**config.mk**
```make
export PLATFORM = sky130hd
export DESIGN_NAME = gpr_file_param_flat
export DESIGN_NICKNAME = d
export VERILOG_FILES = /design/src/rtl/gpr_file_param_if.sv /design/src/rtl/gpr_file_param.sv /design/src/flat_wrapper.sv
export SDC_FILE = /design/constraint.sdc
export NUM_CORES = 1
export LEC_CHECK = 0
export BUFFER_PORTS_ARGS = -buffer_cell sky130_fd_sc_hd__buf_2
export CAP_MARGIN = 20
export CELL_PAD_IN_SITES_DETAIL_PLACEMENT = 0
export CELL_PAD_IN_SITES_GLOBAL_PLACEMENT = 1
export CORE_MARGIN = 3
export CORE_UTILIZATION = 50
export CTS_BUF_LIST = sky130_fd_sc_hd__clkbuf_4 sky130_fd_sc_hd__clkbuf_8
export CTS_CLUSTER_DIAMETER = 80
export DETAILED_ROUTE_END_ITERATION = 8
export GPL_TIMING_DRIVEN = 0
export PLACE_DENSITY = 0.87
export SYNTH_ARGS = -nofsm -noshare
export SYNTH_HDL_FRONTEND = slang
export SYNTH_SLANG_ARGS = --single-unit
```
**constraint.sdc**
```tcl
create_clock -name clk -period 3.12 [get_ports clk]
set_input_delay 0 -clock clk [delete_from_list [all_inputs] [get_ports clk]]
set_output_delay 0 -clock clk [all_outputs]
set_load 0.1 [all_outputs]
```
**src/rtl/gpr_file_param_if.sv**
```systemverilog
// Bus bundle for gpr_file_param: clear/scrub status, one write port, two read ports.
// The master modport is the datapath side; the slave modport is the register file.
interface gpr_file_param_if #(
  parameter int DATA_W = 16,
  parameter int ADDR_W = 3
);
  logic              clear_req;
  logic              init_done;
  logic              reg_write_en;
  logic [ADDR_W-1:0] reg_write_dest;
  logic [DATA_W-1:0] reg_write_data;
  logic [ADDR_W-1:0] reg_read_addr_1;
  logic [DATA_W-1:0] reg_read_data_1;
  logic [ADDR_W-1:0] reg_read_addr_2;
  logic [DATA_W-1:0] reg_read_data_2;

  modport master (
    output clear_req, reg_write_en, reg_write_dest, reg_write_data,
    output reg_read_addr_1, reg_read_addr_2,
    input  init_done, reg_read_data_1, reg_read_data_2
  );

  modport slave (
    input  clear_req, reg_write_en, reg_write_dest, reg_write_data,
    input  reg_read_addr_1, reg_read_addr_2,
    output init_done, reg_read_data_1, reg_read_data_2
  );
endinterface

```
**src/rtl/gpr_file_param.sv**
```systemverilog
// Parametrised 2-read/1-write register file with a sequential zeroing scrub after reset/clear.
// Optional macro GPRF_BYPASS_EN forwards same-cycle write data to matching read ports.
module gpr_file_param #(
  parameter int DATA_W   = 16,
  parameter int ADDR_W   = 3,
  parameter int ZERO_REG = 0
) (
  input  logic             clk,
  input  logic             rst_n,
  gpr_file_param_if.slave  bus
);
  localparam int DEPTH = 2 ** ADDR_W;

  typedef enum logic {ST_INIT, ST_READY} state_t;

  state_t            r_state;
  logic [ADDR_W-1:0] r_scrub_cnt;
  logic              r_init_done;
  logic [DATA_W-1:0] r_mem [DEPTH];

  logic              w_user_we;
  logic              w_mem_we;
  logic [ADDR_W-1:0] w_mem_addr;
  logic [DATA_W-1:0] w_mem_data;

  // A user write only lands in READY, not on a clear edge, and never into a hardwired zero entry.
  always_comb begin
    w_user_we  = (r_state == ST_READY) && bus.reg_write_en && !bus.clear_req &&
                 !((ZERO_REG != 0) && (bus.reg_write_dest == '0));
    w_mem_we   = 1'b0;
    w_mem_addr = bus.reg_write_dest;
    w_mem_data = bus.reg_write_data;
    if (r_state == ST_INIT) begin
      w_mem_we   = 1'b1;
      w_mem_addr = r_scrub_cnt;
      w_mem_data = '0;
    end else if (w_user_we) begin
      w_mem_we   = 1'b1;
    end
  end

  // NOTE: control state uses non-blocking assignments so every flop samples pre-edge values.
  always_ff @(posedge clk or negedge rst_n) begin
    if (!rst_n) begin
      r_state     <= ST_INIT;
      r_scrub_cnt <= '0;
      r_init_done <= 1'b0;
    end else begin
      case (r_state)
        ST_INIT: begin
          if (bus.clear_req) begin
            r_scrub_cnt <= '0;
          end else if (r_scrub_cnt == {ADDR_W{1'b1}}) begin
            r_state     <= ST_READY;
            r_init_done <= 1'b1;
            r_scrub_cnt <= '0;
          end else begin
            r_scrub_cnt <= r_scrub_cnt + ADDR_W'(1);
          end
        end
        ST_READY: begin
          if (bus.clear_req) begin
            r_state     <= ST_INIT;
            r_scrub_cnt <= '0;
            r_init_done <= 1'b0;
          end
        end
        default: begin
          r_state     <= ST_INIT;
          r_scrub_cnt <= '0;
          r_init_done <= 1'b0;
        end
      endcase
    end
  end

  // NOTE: the array has no reset; the scrub engine zeroes it and reads are gated until it finishes.
  always_ff @(posedge clk) begin
    if (w_mem_we) begin
      r_mem[w_mem_addr] <= w_mem_data;
    end
  end

  function automatic logic [DATA_W-1:0] read_port(input logic [ADDR_W-1:0] addr);
    if (r_state != ST_READY) return '0;
    if ((ZERO_REG != 0) && (addr == '0)) return '0;
`ifdef GPRF_BYPASS_EN
    if (w_user_we && (bus.reg_write_dest == addr)) return bus.reg_write_data;
`endif
    return r_mem[addr];
  endfunction

  // NOTE: every combinational output gets a value on every path, so no latch is inferred.
  always_comb begin
    bus.reg_read_data_1 = read_port(bus.reg_read_addr_1);
    bus.reg_read_data_2 = read_port(bus.reg_read_addr_2);
  end

  assign bus.init_done = r_init_done;
endmodule

```
**src/flat_wrapper.sv**
```systemverilog
// flat-port wrapper written by rule: the top's interface ports become plain ports
module gpr_file_param_flat 
#(
  parameter int DATA_W   = 16,
  parameter int ADDR_W   = 3,
  parameter int ZERO_REG = 0
)
  (clk, rst_n, bus_clear_req, bus_reg_write_en, bus_reg_write_dest, bus_reg_write_data, bus_reg_read_addr_1, bus_reg_read_addr_2, bus_init_done, bus_reg_read_data_1, bus_reg_read_data_2);
  gpr_file_param_if #(.DATA_W(DATA_W), .ADDR_W(ADDR_W)) bus_i ();
  input  logic clk;
  input  logic rst_n;
  input wire logic [$bits(bus_i.clear_req)-1:0] bus_clear_req;
  input wire logic [$bits(bus_i.reg_write_en)-1:0] bus_reg_write_en;
  input wire logic [$bits(bus_i.reg_write_dest)-1:0] bus_reg_write_dest;
  input wire logic [$bits(bus_i.reg_write_data)-1:0] bus_reg_write_data;
  input wire logic [$bits(bus_i.reg_read_addr_1)-1:0] bus_reg_read_addr_1;
  input wire logic [$bits(bus_i.reg_read_addr_2)-1:0] bus_reg_read_addr_2;
  output wire logic [$bits(bus_i.init_done)-1:0] bus_init_done;
  output wire logic [$bits(bus_i.reg_read_data_1)-1:0] bus_reg_read_data_1;
  output wire logic [$bits(bus_i.reg_read_data_2)-1:0] bus_reg_read_data_2;
  assign bus_i.clear_req = bus_clear_req;
  assign bus_i.reg_write_en = bus_reg_write_en;
  assign bus_i.reg_write_dest = bus_reg_write_dest;
  assign bus_i.reg_write_data = bus_reg_write_data;
  assign bus_i.reg_read_addr_1 = bus_reg_read_addr_1;
  assign bus_i.reg_read_addr_2 = bus_reg_read_addr_2;
  assign bus_init_done = bus_i.init_done;
  assign bus_reg_read_data_1 = bus_i.reg_read_data_1;
  assign bus_reg_read_data_2 = bus_i.reg_read_data_2;
  gpr_file_param #(.DATA_W(DATA_W), .ADDR_W(ADDR_W), .ZERO_REG(ZERO_REG)) u_core (.clk(clk), .rst_n(rst_n), .bus(bus_i));
endmodule
```
# After elaboration in Yosys (flattened, before gate mapping)
# Memories as Yosys holds them, arrays and structs flattened.
# Cells that the tools add are included.
[totals]
mem_bits_rw = 128
mem_count = 1
elab_cells = 34
reg_bits = 5
in_bits = 29
out_inout_bits = 33
[op_classes]
n_addsub = 1
mux = 20
n_eq_ne = 4
bitwise = 1
n_reduce_logical = 4
[memory_table]
columns = ["name", "depth", "width", "read_ports", "rd_clocked_by_memory_dff", "write_ports", "line", "text"]
rows = [
  ["u_core.r_mem", 8, 16, 2, 0, 1, "gpr_file_param.sv:19", "logic [DATA_W-1:0] r_mem [DEPTH];"],
]
[op_table]
columns = ["cell", "count"]
rows = [
  ["2-to-1 mux 16 bit", 3],
  ["2-to-1 mux 3 bit", 4],
  ["2-to-1 mux 1 bit", 10],
  ["case mux 3 bit (2 select lines)", 1],
  ["!= test 2 bit, second input constant", 2],
  ["case mux 1 bit (2 select lines)", 2],
  ["adder 3 x 1 -> 3 bit, second input constant", 1],
  ["== test 3 bit, second input constant", 1],
  ["AND reduction 3 bit", 1],
  ["logical AND 1 bit", 2],
  ["!= test 2 x 1 -> 1 bit, second input constant", 1],
  ["logical NOT 1 bit", 1],
  ["NOT 1 bit", 1],
]

# Longest topological paths before layout
[logic_depth]
ltp_word = 6
ltp_mapped = 5
mapped_depth_nobuf = 5

# Worst setup path before layout
# OpenSTA, ideal clock, no wires.
[synth_timing]
path_kind = "register -> output"
startpoint = "register u_core.r_state"
endpoint = "output bus_reg_read_data_1[0]"
path_buffers = 2
slack_ns = 0.032
path_stages_with_launch = 5
arrival_ns = 3.088
required_ns = 3.120
cell_sequence = "dfrtp_1 -> buf_2 -> clkbuf_1 -> o21ai_0 -> a221oi_1"
[synth_via]
elab_chain_cells = 1
[synth_lines]
columns = ["item", "line", "text"]
rows = [
  ["start: declaration", "gpr_file_param.sv:16", "state_t r_state;"],
  ["start signal: assignment", "gpr_file_param.sv:45", "r_state <= ST_INIT;"],
  ["start signal: assignment", "gpr_file_param.sv:54", "r_state <= ST_READY;"],
  ["start signal: assignment", "gpr_file_param.sv:63", "r_state <= ST_INIT;"],
  ["2-to-1 mux 16 bit", "gpr_file_param.sv:86", "if ((ZERO_REG != 0) && (addr == '0)) return '0;"],
  ["end: declaration", "flat_wrapper.sv:19", "output wire logic [$bits(bus_i.reg_read_data_1)-1:0] bus_reg_read_data_1;"],
]
# Every way passes these cells.

# Worst setup path after layout
[layout_timing]
startpoint = "register u_core.r_state"
endpoint = "output bus_reg_read_data_1[4]"
# The elaborated chain is that of the path after synthesis.

==> metrics.csv <==
stage,metric,value,unit
critical_path,CP Launch Type,flip-flop,
synthesis,Synth Net Count,443,
critical_path,r2r startpoint,u_core.r_state$_DFF_PN0_,
cts,"Reg clk slew, reported paths",70,ps
critical_path,R2R depth,5,
finish,"most common cell after layout, fill and taps aside",edfxtp_1,
cts,Clock Tree Buf Depth,2,
place,RePlAce Congestion,0.7958,
critical_path,flop2flop setup slack,900,ps
finish,antenna cells,0,
finish,most frequent cells in the layout,"edfxtp_1, buf_2, inv_1",
worst_hold_path,worst min path class,in -> reg,
die,Initial Utilization,51.82,%
critical_path,CP max stage delay,520,ps
synthesis,ys async rst share,3.759,%
critical_path,CP cell instances,"buf_2, clkbuf_1, o21ai_0, a221oi_1, buf_2",
timing,Rel. slew slack,35.58,%
timing,Hold Fails Final Rpt,0,
global_route,Total GRT Usage,23.70,%
critical_path,CP Capture Point,bus_reg_read_data_1[4],
global_route,first-pass GRT wire length,25.10,mm
timing,highest clock rate,0.3926,GHz
synthesis,"top cells by area, synth","edfxtp_1, mux4_2, mux2_2",
critical_path,CP Capture Type,output port,
power_and_ir_drop,P per Cell Area,502.0,mW/mm2
critical_path,WP data arrival,2550,ps
critical_path,"Slowest-stage cell, CP",buf_2,
die,Top Ports,62,
synthesis,post-synth top area cell,edfxtp_1,
timing,Clock Skew,12.54,ps
critical_path,crit path max fanout,10,
critical_path,crit-path most repeated cell,buf_2,
synthesis,sequential area share after synthesis,59.96,%
finish,final instance area,0.007704,mm2
critical_path,Setup crit start,u_core.r_state$_DFF_PN0_,
die,Chip Height,121.1,um
timing,Tcrit/Tclk final,81.63,%
cts,CTS Sinks,133,
timing,final setup fails,0,
routing,routed length per instance,24.08,um
place,placed inst area,0.007305,mm2
synthesis,Post-synth top flop,edfxtp_1,
timing,Tightest Pin Transition,966.3,ps
cts,post-cts repair resize count,0,
cts,worst skew pair latency,440,ps
place,dpl hpwl,10.82,mm
timing,crit path time final,2547,ps
run_status,status,completed,
finish,area of the multi-input gates,0.002325,mm2
synthesis,Post-synth EDFFs,128,
cts,CTS tree,yes,
global_route,"Remaining Overflow, GRT",0,
routing,Initial DRC Count,430,
routing,via count,4121,
job,Max-Cap Viols,0,
synthesis,cell count after synthesis,412,
synthesis,Yosys cell types,30,
synthesis,post-synth top area share,58.07,%
die,Die X,121.1,um
cts,H-tree Lvls,4,
synthesis,Mapped Area,0.006619,mm2
global_route,initial antenna violation count,0,
finish,fill count,975,
routing,post-route ant nets,0,
place,I/O Buffers,55,
critical_path,crit path kind,reg -> out,
power_and_ir_drop,Leak Pwr,0.002943,uW
routing,drt drc,0,
critical_path,Worst EP required,3120,ps
global_route,largest net degree at the start of global routing,17,
timing,max-slew violations,0,
cts,clock root cell,clkbuf_8,
die,core footprint,0.01277,mm2
finish,share of post-route cells with drive strength above 1,39.22,%
finish,Nets,528,
finish,Reg area,0.003969,mm2
cts,Inserted Clock Buffers,17,
synthesis,Ys Warns,0,
synthesis,register bit total from synthesis,133,
timing,Fin Setup TNS,0,ps
finish,"Area growth, synth to finish",16.39,%
global_route,vias in the first global route,4453,
power_and_ir_drop,maximum VDD drop,0.0003776,V
die,row count,41,
routing,Pre-Repair DR Iteration Count,5,
routing,post-detailed-route via-to-cell ratio,6.043,
critical_path,RR Endpoint,u_core.r_mem[6][12]$_DFFE_PP_,
die,Die ar.,0.01465,mm2
routing,final WL,16.42,mm
synthesis,"Avg Cell Area, Syn",16.07,um2
timing,RSZ-0062 raised after global routing,false,
## worst min-delay path by stage
stage / start / to / cells past startpoint / slack (ps)
final: bus_reg_write_data[9] / u_core.r_mem[3][9]$_DFFE_PP_ / 2 / 40
after global routing: bus_reg_write_data[9] / u_core.r_mem[5][9]$_DFFE_PP_ / 2 / 40
after CTS: bus_reg_write_data[9] / u_core.r_mem[3][9]$_DFFE_PP_ / 2 / 30
after detailed placement: rst_n / u_core.bus.init_done$_DFFE_PN0P_ / 1 / -180
after global placement: rst_n / u_core.bus.init_done$_DFFE_PN0P_ / 1 / -180
after floorplan: rst_n / u_core.bus.init_done$_DFFE_PN0P_ / 0 / -300
## state kept, by name, summed over array words and instances (netlist names)
| name | flops |
|---|---|
| u_core.r_scrub_cnt | 3 |
| u_core.r_mem | 128 |
| u_core.r_state | 1 |
| u_core.bus.init_done | 1 |
## cell families (layout without fill, tap and decap cells)
kind of cell | count (synthesis) | in the layout | synth area share [%]
AOI/OAI and AO/OA | 73 | 73 | 9.338
adders and majority gates | 2 | 2 | 0.3780
buffers and inverters | 65 | 163 | 5.217
DFF | 133 | 133 | 59.96
muxes | 98 | 98 | 21.81
and+or+nand+nor | 41 | 41 | 3.289
## metal layers
layer	part of all wire, %	global-route usage (%)
met5	0	0
met4	2.6	8.994
met3	6.8	4.802
met2	51	39.22
met1	40	31.08
## area by class of cell
cell class	instances	area share, %
tap	172	2.794
sequential	133	51.52
inverter	36	1.754
multi-input combinational	214	30.18
timing repair buffer	66	6.237
buffer	29	2.729
clock buffer	20	3.330
clock inverter	12	1.462
## power by group
part | internal [uW] | leakage (uW) | total (uW) | switching (uW)
logic | 185 | 0.00145 | 437 | 252
registers | 2040 | 0.00131 | 2080 | 39.5
clock network | 719 | 0.000183 | 1360 | 636
total | 2940 | 0.00294 | 3870 | 928
## cells in the mapped netlist (all sizes together), types with 3 or more instances
library cell	instances
mux4	32
mux2	32
edfxtp	128
dfrtp	5
nor2b	3
o21ai	32
clkbuf	10
buf	19
and2	16
a221oi	32
nor2	18
mux2i	34
inv	36
## what timing repair did
item	CTS	global route
hold endpoints to repair	10	0
hold buffers	3	0
buffers inserted	0	0
## per-stage QoR
stage	setup WS [ps]	std cells	total power [uW]	utilization, %	hold slack (ps)
floorplan	32.22	412	2381	-	-295.6
global placement	-49.95	639	2490	55.66	-182.9
detailed placement	886.6	647	2549	57.18	-175.3
CTS	622.6	682	3872	60.31	25.31
global route	394.8	682	3995	60.31	39.09
finish	573.2	682	3868	60.31	41.82
## worst max-delay path: cells and delay by family, from the launching register on
kind | cells | cell delay [ps]
flops | 1 | 320
buf+inv | 3 | 1200
compound gates | 2 | 600
Power figures use the tool's default switching activity.
